File: src/rtl/com_bus_arbiter.sv
// Two-channel coherence bus arbiter (proc: 8 cores, snoop: 4 snoopers + memory).
// Define ARB_ROUND_ROBIN_EN for rotating-pointer arbitration; fixed priority otherwise.
module com_bus_arbiter_ch #(
  parameter int W        = 8,
  parameter int IDLE_GAP = 0
) (
  input  logic         clk,
  input  logic         rst_n,
  input  logic [W-1:0] req,
  output logic [W-1:0] gnt
);
  typedef enum logic [1:0] {IDLE, GRANT, GAP} state_t;

  state_t       state, state_nx;
  logic [W-1:0] gnt_nx;
  logic [W-1:0] win;
  logic [2:0]   start;

  // First requester found walking the ring from start, wrapping at W.
  function automatic logic [W-1:0] pick(input logic [W-1:0] r, input logic [2:0] s);
    logic [W-1:0] g;
    int           i;
    g = '0;
    for (int k = 0; k < W; k++) begin
      i = int'(s) + k;
      if (i >= W) i = i - W;
      if (g == '0 && r[i]) g[i] = 1'b1;
    end
    return g;
  endfunction

  function automatic logic [2:0] after(input logic [W-1:0] g);
    logic [2:0] p;
    p = 3'd0;
    for (int i = 0; i < W; i++)
      if (g[i]) p = (i == W - 1) ? 3'd0 : 3'(i + 1);
    return p;
  endfunction

`ifdef ARB_ROUND_ROBIN_EN
  logic [2:0] ptr;
  logic       issue;

  // A fresh grant is any nonzero next vector that differs from the current owner.
  assign issue = (gnt_nx != '0) && (gnt_nx != gnt);
  assign start = ptr;

  always_ff @(posedge clk or negedge rst_n) begin
    if (!rst_n)     ptr <= 3'd0;
    else if (issue) ptr <= after(gnt_nx);
  end
`else
  assign start = 3'd0;
`endif

  assign win = pick(req, start);

  always_comb begin
    state_nx = state;
    gnt_nx   = gnt;
    case (state)
      IDLE, GAP: begin
        gnt_nx   = win;
        state_nx = (win != '0) ? GRANT : IDLE;
      end
      GRANT: begin
        if ((gnt & req) == '0) begin
          if (IDLE_GAP == 1) begin
            gnt_nx   = '0;
            state_nx = GAP;
          end else begin
            gnt_nx   = win;
            state_nx = (win != '0) ? GRANT : IDLE;
          end
        end
      end
      default: begin
        gnt_nx   = '0;
        state_nx = IDLE;
      end
    endcase
  end

  always_ff @(posedge clk or negedge rst_n) begin
    if (!rst_n) begin
      state <= IDLE;
      gnt   <= '0;
    end else begin
      state <= state_nx;
      gnt   <= gnt_nx;
    end
  end
endmodule

module com_bus_arbiter #(
  parameter int IDLE_GAP = 0
) (
  input  logic clk,
  input  logic rst_n,
  input  logic Com_Bus_Req_proc_0,
  input  logic Com_Bus_Req_proc_1,
  input  logic Com_Bus_Req_proc_2,
  input  logic Com_Bus_Req_proc_3,
  input  logic Com_Bus_Req_proc_4,
  input  logic Com_Bus_Req_proc_5,
  input  logic Com_Bus_Req_proc_6,
  input  logic Com_Bus_Req_proc_7,
  input  logic Com_Bus_Req_snoop_0,
  input  logic Com_Bus_Req_snoop_1,
  input  logic Com_Bus_Req_snoop_2,
  input  logic Com_Bus_Req_snoop_3,
  input  logic Mem_snoop_req,
  output logic Com_Bus_Gnt_proc_0,
  output logic Com_Bus_Gnt_proc_1,
  output logic Com_Bus_Gnt_proc_2,
  output logic Com_Bus_Gnt_proc_3,
  output logic Com_Bus_Gnt_proc_4,
  output logic Com_Bus_Gnt_proc_5,
  output logic Com_Bus_Gnt_proc_6,
  output logic Com_Bus_Gnt_proc_7,
  output logic Com_Bus_Gnt_snoop_0,
  output logic Com_Bus_Gnt_snoop_1,
  output logic Com_Bus_Gnt_snoop_2,
  output logic Com_Bus_Gnt_snoop_3,
  output logic Mem_snoop_gnt
);
  logic [7:0] proc_req, proc_gnt;
  logic [4:0] snoop_req, snoop_gnt;

  assign proc_req = {Com_Bus_Req_proc_7, Com_Bus_Req_proc_6, Com_Bus_Req_proc_5,
                     Com_Bus_Req_proc_4, Com_Bus_Req_proc_3, Com_Bus_Req_proc_2,
                     Com_Bus_Req_proc_1, Com_Bus_Req_proc_0};
  // Memory occupies the last ring slot after the four snoopers.
  assign snoop_req = {Mem_snoop_req, Com_Bus_Req_snoop_3, Com_Bus_Req_snoop_2,
                      Com_Bus_Req_snoop_1, Com_Bus_Req_snoop_0};

  com_bus_arbiter_ch #(.W(8), .IDLE_GAP(IDLE_GAP)) u_proc (
    .clk(clk), .rst_n(rst_n), .req(proc_req), .gnt(proc_gnt)
  );

  com_bus_arbiter_ch #(.W(5), .IDLE_GAP(IDLE_GAP)) u_snoop (
    .clk(clk), .rst_n(rst_n), .req(snoop_req), .gnt(snoop_gnt)
  );

  assign {Com_Bus_Gnt_proc_7, Com_Bus_Gnt_proc_6, Com_Bus_Gnt_proc_5, Com_Bus_Gnt_proc_4,
          Com_Bus_Gnt_proc_3, Com_Bus_Gnt_proc_2, Com_Bus_Gnt_proc_1, Com_Bus_Gnt_proc_0} = proc_gnt;
  assign {Mem_snoop_gnt, Com_Bus_Gnt_snoop_3, Com_Bus_Gnt_snoop_2,
          Com_Bus_Gnt_snoop_1, Com_Bus_Gnt_snoop_0} = snoop_gnt;
endmodule

File: config.mk
export PLATFORM = sky130hd
export DESIGN_NAME = com_bus_arbiter
export DESIGN_NICKNAME = d
export VERILOG_FILES = /design/src/rtl/com_bus_arbiter.sv
export SDC_FILE = /design/constraint.sdc
export NUM_CORES = 1
export LEC_CHECK = 0
export ABC_AREA = 1
export CAP_MARGIN = 30
export CORE_MARGIN = 4
export CORE_UTILIZATION = 30
export DETAILED_ROUTE_END_ITERATION = 10
export SLEW_MARGIN = 5
export SYNTH_ARGS = -nofsm -noshare
export SYNTH_HDL_FRONTEND = slang
export SYNTH_SLANG_ARGS = --single-unit
File: constraint.sdc
create_clock -name clk -period 1.2 [get_ports clk]
set_input_delay 0.12 -clock clk [delete_from_list [all_inputs] [get_ports clk]]
set_output_delay 0.12 -clock clk [all_outputs]
set_load 0.01 [all_outputs]
Yosys cells after proc, flatten, opt, wreduce, memory -nomap -nowiden
Cells that the tools add are included.
{ "totals": {"output_inout_bits": 13, "reg_bits": 17, "elab_cells": 65, "input_bits": 15} }
{ "op_classes": {"eq_ne": 6, "mux": 23, "bitwise": 2, "n_reduce_logical": 30} }
{ "ops": {"columns": ["operator", "count"], "rows": [
  ["8-bit logical NOT", 8],
  ["5-bit logical NOT", 5],
  ["8-bit two-way mux", 2],
  ["8-bit one-hot mux with 2 select lines", 1],
  ["5-bit two-way mux", 3],
  ["1-bit logical AND", 11],
  ["5-bit one-hot mux with 2 select lines", 1],
  ["8-bit AND", 1],
  ["2-bit two-way mux", 4],
  ["4-bit two-way mux", 2],
  ["2-bit one-hot mux with 2 select lines", 2],
  ["8-bit nonzero test", 1],
  ["7-bit two-way mux", 1],
  ["3-bit two-way mux", 2],
  ["6-bit two-way mux", 1],
  ["5-bit AND", 1],
  ["5-bit nonzero test", 1],
  ["2-bit by 1-bit equality test with 1-bit output (second input constant)", 2],
  ["2-bit equality test (second input constant)", 2],
  ["2-bit logical NOT", 2],
  ["1-bit two-way mux", 4],
  ["2-bit by 1-bit != test with 1-bit output (second input constant)", 2],
  ["2-bit OR reduction", 2]
]} }

Logic depth before layout (Yosys ltp)
Gate-level depths: netlist of run 1.
{ "logic_depth": {"word_depth": 26, "depth_mapped": 7} }

Cells and area by module
From an unflattened synthesis of run 1, not the netlist that was laid out.
{ "unflattened": {"cells_unflattened": 119, "area_unflattened_um2": 848.3} }
{ "modules_own_cells": {"columns": ["mod", "seq_area_each_um2", "cells_per_inst", "instances", "area_each_um2"], "rows": [
  ["com_bus_arbiter_ch at u_proc", 225.2, 73, 1, 523.0],
  ["com_bus_arbiter_ch at u_snoop", 150.1, 46, 1, 325.3]
]} }

Least setup slack after synthesis of run 1
No wires, ideal clock.
{ "synth_path": {"kind": "register -> register", "from": "reg u_snoop.gnt[1]", "to": "reg u_snoop.gnt[4]", "setup_slack_ns": 0.124, "path_stages_with_launch": 6, "required_time_ns": 1.083, "setup_ns": 0.117, "arrival_ns": 0.958, "cell_sequence": "dfrtp_1 > nand2_1 > nand3_1 > or2_1 > nand3_1 > nand2_1"} }
{ "synth_via": {"elab_chain_cells": 3} }
{ "synth_lines": {"columns": ["element", "line", "text"], "rows": [
  ["from (decl)", "10", "output logic [W-1:0] gnt"],
  ["from (signal assigned)", "90", "gnt <= gnt_nx;"],
  ["5-bit AND", "67", "if ((gnt & req) == '0) begin"],
  ["5-bit logical NOT", "67", null],
  ["2-bit by 1-bit != test with 1-bit output (no line)", null, null]
]} }
Every way passes these cells.
A chain may end at the register's enable or synchronous reset.

Worst setup path after layout of run 1
{ "layout_path": {"from": "reg u_proc.gnt[2]", "to": "reg u_proc.gnt[6]"} }
{ "layout_via": {"elab_chain_cells": 3} }
{ "layout_lines": {"columns": ["element", "line"], "rows": [
  ["from (decl)", "10"],
  ["from (signal assigned)", "90"],
  ["8-bit AND", "67"],
  ["8-bit logical NOT", "67"],
  ["2-bit by 1-bit != test with 1-bit output (no line)", null]
]} }
Every way passes these cells.

==> flow_summary_export.csv, run 1 <==
group,metric,value,unit
global_route,antenna_found_initial,0,
synthesis,avgSynthCellArea,7.85,µm²
cts,cts_root_buf,"clkbuf_4",
critical_path,cp_slowest_cell,"dfrtp_1",
critical_path,r2r-end,"u_proc.gnt[6]",
synthesis,synth_common_cells,"nand2_1 (35), nand3_1 (20), dfrtp_1 (15)",
synthesis,synthMostInstantiatedCell,"nand2_1",
floorplan,die_h,59.7,µm
cts,clk_pin_slew_worst_paths,0.09,ns
synthesis,yosysWarnings,0,
placement,pre_cts_ws,-0.118,ns
critical_path,reg2reg_depth,7,
synthesis,yosys.area.top_type_share,46.9,%
detailed_routing,drt_iter0_markers,30,
final_layout,final_nets,165,
detailed_routing,num_vias,833,
critical_path,crit_buf_inv,0,
synthesis,synth-seq-area-share,46.9,%
critical_path,path_class,"reg2reg",
timing,setup_slack,0.0757,ns
critical_path,critPathLaunchType,"flop",
cts,clk_latency,0.27,ns
floorplan,rows,18,
critical_path,crit_top_cell,"nand2_1",
floorplan,fp.dieArea,0.00356,mm²
final_layout,drive_above_1_share,23.5,%
synthesis,synth-edff-count,0,
timing,fin_crit_sh,93.7,%
critical_path,crit_fanout,8,
power,p_leak,0.700,nW
timing,worst_clock_skew,0.00273,ns
global_route,track_usage,12.0,%
synthesis,async_reset_ff_share,100,%
global_route,grt_max_degree,16,
timing,final_max_slew_viol_count,0,
critical_path,slowest_delay,0.41,ns
final_layout,areaGrowthSynthToFinish,59.2,%
critical_path,crit-reg2reg-launch,"u_proc.gnt[2]",
synthesis,syn_inst,102,
placement,dpl.hpwl,1510,µm
floorplan,die_x,59.7,µm
synthesis,yosysTopAreaCell,"dfrtp_1",
global_route,overflow,0,
final_layout,diodes,0,
cts,cts_hold_buf,0,
detailed_routing,drc,0,
flow_run,max_cap_viol_count,0,
detailed_routing,drt-total-wl,2050,µm
detailed_routing,antenna_left,0,
synthesis,ys_ff_latch,15,
critical_path,crit_path_end,"u_proc.gnt[6]",
cts,htreeDepth,1,
critical_path,cp.depth,7,
detailed_routing,wl_per_cell,11.5,µm
timing,final-setup-viol-count,0,
detailed_routing,first_pass_iters,4,
placement,gp_routability_congestion,0.796,
timing,hold_viol,0,
power,power,1.59,mW
cts,cts_buffers,3,
critical_path,end_kind,"flop",
cts,ctsLongestPathBuffers,2,
floorplan,start_util,31.7,%
cts,cts.sinks,15,
global_route,grt_pass1_vias,814,
timing,fin_crit,1.12,ns
timing,max_freq,889,MHz
power,powerDensity,1240,mW/mm²
critical_path,required,1.42,ns
critical_path,cp-startpoint,"u_proc.gnt[2]",
synthesis,yosys-top-cells-area,"dfrtp_1 (47%), nand2_1 (16%), nand3_1 (13%)",
critical_path,arrival,1.34,ns
synthesis,synth_area,801,µm²
floorplan,ios,28,
timing,worstMarginPinSlew,0.410,ns
floorplan,core,0.00252,mm²
global_route,grt_pass1_wl,3300,µm
timing,maxSlewHeadroom,72.7,%
synthesis,synth_nets,117,
detailed_routing,routed_via_density,4.65,
outcome,status,"completed",
synthesis,synthFlopType,"dfrtp_1",
placement,io_buffers,27,
critical_path,path_cells,"nand2_1 -> nand2_2 -> nor2_4 -> nand2_4 -> nand2_8 -> nand3_1 -> nand2_1",
synthesis,ys_types,15,
hold_path,hold_class,"in2async",
critical_path,reg2reg_slack,0.08,ns
critical_path,critical-path-top-delay-family,"simple AND/OR/NAND/NOR gates",
power,peakVddDrop,841,µV
cts,cts_tree,"built",
==> state kept, by name, summed over array words and instances, names as in the netlist <==
register and count:
u_proc.gnt 8, u_proc.state 1, u_snoop.gnt 5, u_snoop.state 1
==> stage by stage <==
stage	util, %	std cells	cell area, µm²	TNS, ns	hold WS (ns)
after CTS	48.6	177	1230	0	0.155
after detailed placement	48.2	173	1220	-1.27	0.461
after global routing	50.5	179	1270	-0.0201	0.159
after floorplan	-	102	801	0	-0.176
final	50.5	179	1270	0	0.156
after global placement	48.2	173	1220	-0.899	0.455
==> layout by cell type, fill, tap and decap left out <==
cell,instances
nand3_2,5
nand2_8,1
o21ai_2,1
nand2_1,33
nor2_4,2
nand2_4,1
nor3_1,2
inv_1,10
dfrtp_1,15
nand3_1,18
dlygate4sd2_1,13
nand2_2,3
or2_4,1
clkdlybuf4s50_1,14
o21ai_0,1
or2_1,1
clkbuf_4,3
buf_4,16
clkbuf_1,1
o21ai_4,1
nor3_2,1
nor2_1,6
==> logic make-up (layout without fill, tap and decap cells) <==
family                 count (synthesis)  after routing  synth area share [%]
AO/OA/AOI/OAI                          3              3                  2.81
AND/OR/NAND/NOR                       73             74                  45.0
buffers and inverters                 11             57                  5.31
flip-flops                            15             15                  46.9
==> metal layers <==
metal  GRT usage (%)  routed length, µm  part of all wire, %
met1            16.1                899                   44
met2            18.2                981                   48
met3            2.81                151                  7.4
met4            5.38                 20                 0.97
met5               0                  0                    0
==> area by class of cell <==
| type | count | area [µm²] |
|---|---|---|
| well taps | 30 | 37.5 |
| clock buffers | 4 | 26.3 |
| flip-flops and latches | 15 | 375 |
| multi-input cells | 77 | 424 |
| fillers | 260 | 1250 |
| inverters | 10 | 37.5 |
| repair buffers | 43 | 374 |
==> report_power, final <==
part | total [mW] | switching, mW | internal [mW] | leakage (nW)
Combinational | 0.666 | 0.370 | 0.296 | 0.493
Clock | 0.281 | 0.152 | 0.129 | 0.0150
Sequential | 0.638 | 0.0583 | 0.580 | 0.192
Total | 1.59 | 0.581 | 1.00 | 0.700
==> worst min path at each step <==
stage | end | from | slack (ns) | depth (start not counted)
3_3_place_gp | u_proc.gnt[2] | rst_n | 0.46 | 2
3_5_place_dp | u_proc.gnt[2] | rst_n | 0.46 | 2
5_1_grt | u_proc.gnt[2] | rst_n | 0.16 | 2
6_report | u_proc.gnt[2] | rst_n | 0.16 | 2
4_1_cts | u_proc.gnt[6] | rst_n | 0.15 | 2
2_1_floorplan | u_proc.gnt[0] | rst_n | -0.18 | 0
==> repair_timing <==
| item | in CTS | in global routing |
|---|---|---|
| gates cloned | 0 | 1 |
| gates resized for setup | 13 | 8 |
| hold endpoints to repair | 0 | 0 |
| buffers inserted | 0 | 1 |
| endpoints found under the setup margin | 13 | 12 |
| pin swaps | 0 | 7 |
Power figures use the tool's default switching activity.
==> run 2, diff against run 1 <==
--- a/config.mk
+++ b/config.mk
@@ -6,7 +6,7 @@
 export NUM_CORES = 1
 export LEC_CHECK = 0
 export ABC_AREA = 1
-export CAP_MARGIN = 30
+export ABC_CLOCK_PERIOD_IN_PS = 1200
 export CORE_MARGIN = 4
 export CORE_UTILIZATION = 30
 export DETAILED_ROUTE_END_ITERATION = 10
==> results of run 2 <==
Final layout, timing and power as in run 1 (identical DEF).
